`src/rtl/fetch_queue.sv`:
```
// ---------------------------------------------------------------------------
// fetch_queue
//
// Instruction prefetch queue sitting between a variable-latency instruction
// memory and the IF stage of the 5-stage RISC-V pipeline. It walks fetch
// addresses sequentially, issues them to imem under a ready/valid handshake,
// and buffers the returned words in order together with their PCs so the
// IF/ID register can take one instruction per cycle. A redirect (branch,
// jal/jalr, trap or mret target) empties the buffer and arranges for every
// response still in flight to be thrown away when it returns.
//
// Parameters
//   DEPTH     queue entries (power of two, >= 2)
//   RESET_PC  first fetch address after reset
//   NOP       word presented on o_inst while the queue is empty
//
// Ports
//   clk            rising-edge clock
//   reset          synchronous active-high reset
//   o_imemReq      fetch request valid
//   o_imemAddr     fetch address (word aligned)
//   i_imemReady    imem accepts the request this cycle
//   i_imemRValid   read response valid (in request order)
//   i_imemRData    read response instruction word
//   i_redirect     load a new PC this cycle
//   i_redirectPC   redirect target (low two bits ignored)
//   i_stall        IF/ID is not accepting an instruction
//   o_instValid    head entry valid
//   o_inst         head instruction, NOP when empty
//   o_instPC       PC of the head instruction (0 when empty)
//   o_instPCPlus4  o_instPC + 4, modulo 2^32
//   o_empty        queue empty, used as a fetch-bubble stall
// ---------------------------------------------------------------------------
module fetch_queue #(
  parameter int unsigned DEPTH    = 4,
  parameter logic [31:0] RESET_PC = 32'h0001_0000,
  parameter logic [31:0] NOP      = 32'h0000_0013
) (
  input  logic        clk,
  input  logic        reset,
  output logic        o_imemReq,
  output logic [31:0] o_imemAddr,
  input  logic        i_imemReady,
  input  logic        i_imemRValid,
  input  logic [31:0] i_imemRData,
  input  logic        i_redirect,
  input  logic [31:0] i_redirectPC,
  input  logic        i_stall,
  output logic        o_instValid,
  output logic [31:0] o_inst,
  output logic [31:0] o_instPC,
  output logic [31:0] o_instPCPlus4,
  output logic        o_empty
);

  localparam int unsigned AW = $clog2(DEPTH);
  localparam int unsigned CW = AW + 1;
  localparam logic [CW:0] DepthExt = (CW+1)'(DEPTH);

  logic [31:0]   fetchPC_q, fetchPC_d;
  logic [31:0]   respPC_q, respPC_d;
  logic [CW-1:0] count_q, count_d;
  logic [CW-1:0] outstanding_q, outstanding_d;
  logic [CW-1:0] drop_q, drop_d;
  logic [AW-1:0] wrPtr_q, wrPtr_d;
  logic [AW-1:0] rdPtr_q, rdPtr_d;

  logic [31:0]   instMem_q [DEPTH];
  logic [31:0]   pcMem_q   [DEPTH];

  logic [CW:0]   creditSum;
  logic          accept;
  logic          respKeep;
  logic          respDrop;
  logic          push;
  logic          pop;
  logic [31:0]   redirectAligned;

  // Handshake decode. A request is only offered when every word already
  // buffered plus every word still in flight leaves room for one more, so a
  // response can never find the queue full. Redirect overrides both push and
  // pop, and a response arriving while drop is nonzero belongs to a
  // superseded fetch stream.
  always_comb begin
    creditSum       = {1'b0, count_q} + {1'b0, outstanding_q};
    o_imemReq       = ~reset & ~i_redirect & (creditSum < DepthExt);
    o_imemAddr      = fetchPC_q;
    accept          = o_imemReq & i_imemReady;
    respKeep        = i_imemRValid & (drop_q == '0);
    respDrop        = i_imemRValid & (drop_q != '0);
    push            = respKeep & ~i_redirect;
    o_instValid     = (count_q != '0);
    o_empty         = ~o_instValid;
    pop             = o_instValid & ~i_stall & ~i_redirect;
    redirectAligned = {i_redirectPC[31:2], 2'b00};
  end

  // Head-of-queue presentation. The stored entry is only shown when valid;
  // an empty queue presents NOP with a zero PC so IF/ID sees a clean bubble.
  always_comb begin
    o_inst        = NOP;
    o_instPC      = '0;
    if (o_instValid) begin
      o_inst   = instMem_q[rdPtr_q];
      o_instPC = pcMem_q[rdPtr_q];
    end
    o_instPCPlus4 = o_instPC + 32'd4;
  end

  // Next-state logic for the control registers. outstanding tracks every
  // accepted request whose response has not yet come back, whether it will be
  // kept or dropped, so a redirect never clears it; instead drop is reloaded
  // with the number of responses still owed, minus one if a response is
  // consumed in the redirect cycle itself.
  always_comb begin
    fetchPC_d     = fetchPC_q;
    respPC_d      = respPC_q;
    count_d       = count_q;
    outstanding_d = outstanding_q + CW'(accept) - CW'(i_imemRValid);
    drop_d        = drop_q;
    wrPtr_d       = wrPtr_q;
    rdPtr_d       = rdPtr_q;

    if (accept) begin
      fetchPC_d = fetchPC_q + 32'd4;
    end

    if (push) begin
      wrPtr_d  = wrPtr_q + AW'(1);
      respPC_d = respPC_q + 32'd4;
    end

    if (pop) begin
      rdPtr_d = rdPtr_q + AW'(1);
    end

    count_d = count_q + CW'(push) - CW'(pop);

    if (respDrop) begin
      drop_d = drop_q - CW'(1);
    end

    if (i_redirect) begin
      count_d   = '0;
      wrPtr_d   = '0;
      rdPtr_d   = '0;
      fetchPC_d = redirectAligned;
      respPC_d  = redirectAligned;
      drop_d    = outstanding_q - CW'(i_imemRValid);
    end
  end

  // Control state registers with synchronous reset.
  always_ff @(posedge clk) begin
    if (reset) begin
      fetchPC_q     <= RESET_PC;
      respPC_q      <= RESET_PC;
      count_q       <= '0;
      outstanding_q <= '0;
      drop_q        <= '0;
      wrPtr_q       <= '0;
      rdPtr_q       <= '0;
    end else begin
      fetchPC_q     <= fetchPC_d;
      respPC_q      <= respPC_d;
      count_q       <= count_d;
      outstanding_q <= outstanding_d;
      drop_q        <= drop_d;
      wrPtr_q       <= wrPtr_d;
      rdPtr_q       <= rdPtr_d;
    end
  end

  // Entry storage. No reset is needed: an entry is only ever read after a
  // push has written it, and the PC recorded is the one belonging to the
  // response, not the current fetch address.
  always_ff @(posedge clk) begin
    if (push) begin
      instMem_q[wrPtr_q] <= i_imemRData;
      pcMem_q[wrPtr_q]   <= respPC_q;
    end
  end

  // A response with nothing outstanding means the memory model and this
  // queue disagree about the request stream.
  respWithoutRequest : assert property (
    @(posedge clk) disable iff (reset) !(i_imemRValid && (outstanding_q == '0))
  );

endmodule

```
`config.mk`:
```
export PLATFORM = sky130hd
export DESIGN_NAME = fetch_queue
export DESIGN_NICKNAME = d
export VERILOG_FILES = /design/src/rtl/fetch_queue.sv
export SDC_FILE = /design/constraint.sdc
export NUM_CORES = 1
export LEC_CHECK = 0
export ABC_AREA = 1
export BUFFER_PORTS_ARGS = -buffer_cell sky130_fd_sc_hd__buf_4
export CORE_UTILIZATION = 40
export DETAILED_ROUTE_END_ITERATION = 8
export GPL_ROUTABILITY_DRIVEN = 0
export HOLD_SLACK_MARGIN = 0.02
export PLACE_DENSITY = 0.61
export SETUP_SLACK_MARGIN = 0.02
export SYNTH_ARGS = -nofsm -noshare
export SYNTH_HDL_FRONTEND = slang
export SYNTH_SLANG_ARGS = --single-unit
```
`constraint.sdc`:
```
create_clock -name clk -period 7.3 [get_ports clk]
set_input_delay 0.365 -clock clk [delete_from_list [all_inputs] [get_ports clk]]
set_output_delay 0.365 -clock clk [all_outputs]
set_load 0.03 [all_outputs]
```
### Word-level counts from Yosys, hierarchy flattened

Memory sizes are Yosys's and may differ from the RTL's. A register that Yosys moved wholly into a read port is not among the register bits.
Index checks and enable logic that the tools add are counted.

* add/sub/neg operators: 12
* $mul: 0
* div/mod/pow operators: 0
* magnitude comparators: 1
* equality and inequality tests: 0
* shift operators: 0
* multiplexer cells: 14
* bitwise logic cells: 12
* reductions and logical operators: 7

Operators by type and width (number)
* $mux 32: 6
* $add 32x3->32 const B: 3
* $sub 3x1->3: 3
* $and 1x1->1: 8
* $mux 2: 4
* $add 3x1->3: 2
* $mux 3: 2
* $reduce_bool 2->1: 3
* $reduce_bool 3->1: 2
* $add 2x1->2 const B: 2
* $add 3x3->4: 1
* $lt 4x3->1 const B: 1
* $not 1->1: 4
* $logic_not 3->1: 1
* $sub 3x1->3 const B: 1
* $mux 1: 2
* $reduce_or 2->1: 1

* bits in registers: 77
* latch bits: 0
* memory bits (writable): 256
* bits in read-only memories: 0
* bits of input ports: 70
* memories kept: 2

Memory list
* instMem_q: words 4, bits a word 32, read ports 1, clocked after memory_dff 1, wr ports 1, RTL line 68 `logic [31:0] instMem_q [DEPTH];`
* pcMem_q: words 4, bits a word 32, read ports 1, clocked after memory_dff 1, wr ports 1, RTL line 69 `logic [31:0] pcMem_q [DEPTH];`

### Depth between registers and ports, before layout

* depth in word-level cells: 6
* mapped depth: 15
* mapped depth without buffers: 13

### Worst setup path before layout

Ideal clock, no wire load.

* kind: register -> register
* from: register drop_q[0]
* to: memory instMem_q[0][0] (enable)
* setup time: 0.482 ns
* arrival time: 3.729 ns
* required time: 6.818 ns
* path slack: 3.089 ns
* cell stages (with the launch flop): 7
* path buffers: 0
* period minus slack after synthesis: 4.211 ns
* cell sequence: dfxtp_1 inv_1 ha_1 nand3_2 nor2_1 clkinv_1 nor2_1

* cells in the longest elaborated chain, start to end: 5

Ends and longest elaborated chain
* from (decl): RTL line 64 `logic [CW-1:0] drop_q, drop_d;`
* from (signal assigned): RTL line 168 `drop_q <= drop_d;`
* $logic_not 3->1: RTL line 89 `respKeep = i_imemRValid & (drop_q == '0);`
* $and 1x1->1: RTL line 89
* $and 1x1->1: RTL line 91 `push = respKeep & ~i_redirect;`
* $mux 1: RTL line 178 `if (push) begin`
* $mux 1 (not written as such): RTL line 179 `instMem_q[wrPtr_q] <= i_imemRData;`
* to (decl): RTL line 68

Every way passes these cells.

### Final worst setup path

* from: register drop_q[0]
* to: memory pcMem_q[1][6] (enable)

* cells in the longest elaborated chain, start to end: 5

Ends and longest elaborated chain
* $logic_not 3->1: RTL line 89
* $and 1x1->1: RTL line 89
* $and 1x1->1: RTL line 91
* $mux 1: RTL line 178
* $mux 1 (not written as such): RTL line 180 `pcMem_q[wrPtr_q] <= respPC_q;`
* to (decl): RTL line 69

Every way passes these cells.

==> impl_summary.log <==
INFO  metric status = finished, final reports clean
INFO  metric endpoint_kind = register
INFO  metric seq_power_share = 49.5%
INFO  metric dp.final_hpwl = 27500 um
INFO  metric postLayoutCoreUtil = 48.48%
INFO  metric layout.area.seq = 0.008954 mm2
INFO  metric power.static_leakage = 7.569 nW
INFO  metric worstSkewPairLatency = 0.55 ns
INFO  metric rsz0062_at_grt = false
INFO  metric syn-mean-instance-area = 8.847 um2
INFO  metric yosysTopAreaCell = sky130_fd_sc_hd__edfxtp_1
INFO  metric finalCriticalPeriod = 4.377 ns
INFO  metric totalWireLength = 42320 um
INFO  metric pwr-share-comb = 10.6%
INFO  metric report.final.hold_viol_count = 0
INFO  metric antenna_found_initial = 0
INFO  metric initialDrtViolationCount = 833
INFO  metric cts_hold_buf = 32
INFO  metric slew_headroom = 22.35%
INFO  metric hold_depth = 3
INFO  metric setup_tns = 0 ns
INFO  metric cell_internal_pwr = 3.183 mW
INFO  metric number_of_maximum_capacitance_constraint_violations = 0
INFO  metric numPlacedInstances = 2471
INFO  metric synth_fa_ha_area_share = 1.574%
INFO  metric cell_types_with_the_largest_area_share_after_synthesis = sky130_fd_sc_hd__edfxtp_1, sky130_fd_sc_hd__nand2_1, sky130_fd_sc_hd__dfxtp_1
INFO  metric compound_gate_portion_of_the_synthesized_area = 7.940%
INFO  metric finalSetupViolCount = 0
INFO  metric synth.area.mux_share = 0%
INFO  metric layout.cells.non_filler = 2565
INFO  metric max_stage_delay = 0.99 ns
INFO  metric worstMarginPinSlew = 1.160 ns
INFO  metric routed_wire_length_per_instance = 16.50 um
INFO  metric final.period_utilization = 59.96%
INFO  metric synth-seq-cells = 323
INFO  metric timing.reg2reg.worst_path_depth = 7
INFO  metric detailroute.via_count = 12880
INFO  metric die_outline_area = 0.04095 mm2
INFO  metric final_net_count = 2105
INFO  metric power.switching = 1.068 mW
INFO  metric floorplan.initialDensity = 40.51%
INFO  metric post-route-drc-count = 0
INFO  metric rows = 73
INFO  metric timing.critical_path.fanout_max = 32
INFO  metric critical_path_depth = 7
INFO  metric fp.coreArea = 0.03964 mm2
INFO  metric worst_setup_hold_path_clk_slew = 0.06 ns
INFO  metric timing.critical_path.from_type = register
INFO  metric syn_inst = 1815
INFO  metric min-delay-path-class = input pin to register
INFO  metric p_per_area = 221.2 mW/mm2
INFO  metric yosys_warnings = 0
INFO  metric top_level_ports = 201
INFO  metric port_buffers = 192
INFO  metric min_from = i_stall
INFO  metric regToRegStartpoint = drop_q[0]
INFO  metric clock-root-buffer = sky130_fd_sc_hd__clkbuf_16
INFO  metric synthFlopType = sky130_fd_sc_hd__edfxtp_1
INFO  metric worst_path_dominant_cell_family = simple AND/OR/NAND/NOR gates
INFO  metric postRouteAntennaNets = 0
INFO  metric antennaDiodeCount = 0
INFO  metric cp.required = 7.46 ns
INFO  metric switching_share = 25.13%
INFO  metric synth.distinct_cells = 46
INFO  metric globalRouteTotalUtil = 20.72%
INFO  metric ys_seq_area_share = 55.73%
INFO  metric grt_start_max_net_pins = 126
INFO  metric multi_input_comb_area = 0.006080 mm2
INFO  metric hold-worst-slack = 0.1417 ns
INFO  metric path_class = register to register
INFO  metric ctsResizeCount = 0
INFO  metric synth_edf_count = 248
INFO  metric synth_async_sr_flop_share = 0%
INFO  metric grt_pass1_wl = 66210 um
INFO  metric cts-root-to-sink-buffers = 3
INFO  metric yosys.area_share.xor_xnor = 1.964%
INFO  metric synthesis.area = 0.01606 mm2
INFO  metric cts_post_setup_buffers_inserted = 0
INFO  metric floorplan.die.width = 202.4 um
INFO  metric clock_skew = 0.02747 ns
INFO  metric fillerInstances = 3763
INFO  metric cts_tree = done
INFO  metric crit_buf_inv = 3
INFO  metric worst_ep_arrival_time = 4.54 ns
INFO  metric crit_path_start = drop_q[0]
INFO  metric critical_path.cell_chain = inv_1 -> ha_1 -> nand3_2 -> nor2_1 -> clkinv_1 -> nor2_4 -> buf_4
INFO  metric synth_largest_type_area_fraction = 46.38%
INFO  metric dominant_combinational_cell_family_by_area_after_synthesis = simple AND/OR/NAND/NOR gates
INFO  metric avgViaCountPerCell = 5.020
INFO  metric drt_first_pass_iters = 5
INFO  metric grt.overflow.total = 0
INFO  metric die_y = 202.4 um
INFO  metric cts.sink_count = 323
INFO  metric cts-htree-levels = 2
INFO  metric final_layout_size_suffix_gt1_share = 16.18%
INFO  metric detailed_place.area = 0.01780 mm2
INFO  metric slew_violations = 0
INFO  metric post_synth_and_or_nand_nor_area_fraction = 26.06%
INFO  metric vias_in_the_first_global_route = 12220
INFO  metric irDropWorstVdd = 0.1232 mV
INFO  metric area_growth = 19.69%
INFO  metric clock_power_share = 39.9%
INFO  metric fmax_achieved = 0.2285 GHz
INFO  metric final_area = 0.01922 mm2
INFO  metric critPathSlowestCell = sky130_fd_sc_hd__nor2_4
INFO  metric numCtsBuffers = 36
==> power groups by stage <==
stage	combinational, mW	clock, mW	sequential (mW)
6_report	0.451	1.70	2.10
5_1_grt	0.498	1.80	2.11
4_1_cts	0.451	1.74	2.10
3_5_place_dp	0.435	0	2.14
3_3_place_gp	0.428	0	2.14
2_1_floorplan	0.264	0	2.14
==> state kept, by name (all words and copies together) (netlist names), named ones only <==
| register | cells |
|---|---|
| instMem_q | 128 |
| pcMem_q | 120 |
| o_imemAddr | 30 |
| wrPtr_q | 2 |
| drop_q | 3 |
| count_q | 3 |
| outstanding_q | 3 |
| rdPtr_q | 2 |
| respPC_q | 30 |
==> cells in the final DEF, fill, tap and decap left out, types with 5 or more instances in the layout <==
cell,instances
sky130_fd_sc_hd__nor2_2,18
sky130_fd_sc_hd__inv_2,5
sky130_fd_sc_hd__o211ai_1,10
sky130_fd_sc_hd__edfxtp_1,248
sky130_fd_sc_hd__o21ai_0,118
sky130_fd_sc_hd__ha_1,17
sky130_fd_sc_hd__clkbuf_16,37
sky130_fd_sc_hd__nand2_2,19
sky130_fd_sc_hd__xor2_1,33
sky130_fd_sc_hd__dlygate4sd3_1,32
sky130_fd_sc_hd__nor2_1,277
sky130_fd_sc_hd__clkinv_2,5
sky130_fd_sc_hd__nor3_1,24
sky130_fd_sc_hd__nand4_1,19
sky130_fd_sc_hd__clkinv_1,8
sky130_fd_sc_hd__buf_4,201
sky130_fd_sc_hd__conb_1,6
sky130_fd_sc_hd__nand3_2,7
sky130_fd_sc_hd__nand2_1,447
sky130_fd_sc_hd__inv_1,145
sky130_fd_sc_hd__dfxtp_1,73
sky130_fd_sc_hd__a31oi_1,13
sky130_fd_sc_hd__nor2_4,13
sky130_fd_sc_hd__nand3_1,121
sky130_fd_sc_hd__clkbuf_1,6
sky130_fd_sc_hd__nand3b_1,6
sky130_fd_sc_hd__a21oi_1,89
==> Yosys cell counts (7+ instances only) <==
| cell type | count |
|---|---|
| sky130_fd_sc_hd__nand2_1 | 447 |
| sky130_fd_sc_hd__nor2_1 | 281 |
| sky130_fd_sc_hd__edfxtp_1 | 248 |
| sky130_fd_sc_hd__inv_1 | 145 |
| sky130_fd_sc_hd__nand3_1 | 121 |
| sky130_fd_sc_hd__o21ai_0 | 118 |
| sky130_fd_sc_hd__a21oi_1 | 89 |
| sky130_fd_sc_hd__dfxtp_1 | 75 |
| sky130_fd_sc_hd__xor2_1 | 33 |
| sky130_fd_sc_hd__nor3_1 | 24 |
| sky130_fd_sc_hd__buf_2 | 22 |
| sky130_fd_sc_hd__clkbuf_1 | 20 |
| sky130_fd_sc_hd__nand2_2 | 19 |
| sky130_fd_sc_hd__nand4_1 | 19 |
| sky130_fd_sc_hd__nor2_2 | 18 |
| sky130_fd_sc_hd__ha_1 | 17 |
| sky130_fd_sc_hd__a31oi_1 | 13 |
| sky130_fd_sc_hd__buf_4 | 10 |
| sky130_fd_sc_hd__buf_6 | 10 |
| sky130_fd_sc_hd__o211ai_1 | 10 |
| sky130_fd_sc_hd__nor2_4 | 9 |
| sky130_fd_sc_hd__buf_1 | 8 |
| sky130_fd_sc_hd__nand3_2 | 7 |
==> per-layer routing <==
layer / part of all wire (%) / track usage (%) / up-vias
li1: - / - / 6434
met1: 46 / 28.65 / 5947
met2: 45 / 33.24 / 433
met3: 6.8 / 3.450 / 62
met4: 2.5 / 6.257 / 0
met5: 0 / 0 / -
==> area by class of cell <==
class | instances | area share, %
tap | 525 | 3.418
timing repair buffer | 233 | 9.518
clock buffer | 45 | 5.078
multi-input combinational | 1267 | 31.63
clock inverter | 17 | 0.6640
inverter | 155 | 3.105
sequential | 323 | 46.59
==> through the flow <==
stage,total power [mW],setup WS (ns)
4_1_cts,4.290,2.846
3_5_place_dp,2.575,2.856
2_1_floorplan,2.407,3.089
3_3_place_gp,2.567,2.899
6_report,4.252,2.923
5_1_grt,4.412,2.556
==> worst paths after layout <==
kind | to | slack (ns)
setup reg to reg | pcMem_q[1][6] | 2.92
setup / recovery | pcMem_q[1][6] | 2.92
hold reg to reg | register | 0.46
hold / removal | rdPtr_q[0] | 0.14
==> cells by family after synthesis <==
group	Yosys count
buffers and inverters	230
flip-flops	323
other	1
AO/OA/AOI/OAI	241
XOR/XNOR	36
adder cells (fa/ha/maj)	19
AND/OR/NAND/NOR	965
==> worst reg2reg max path, stage by stage (launching register included) <==
cell and delay (ns):
sky130_fd_sc_hd__dfxtp_1 0.31, sky130_fd_sc_hd__inv_1 0.09, sky130_fd_sc_hd__ha_1 0.19, sky130_fd_sc_hd__nand3_2 0.19
sky130_fd_sc_hd__nor2_1 0.92, sky130_fd_sc_hd__clkinv_1 0.72, sky130_fd_sc_hd__nor2_4 0.99, sky130_fd_sc_hd__buf_4 0.60
No activity file was read; power rests on OpenSTA's default activity.
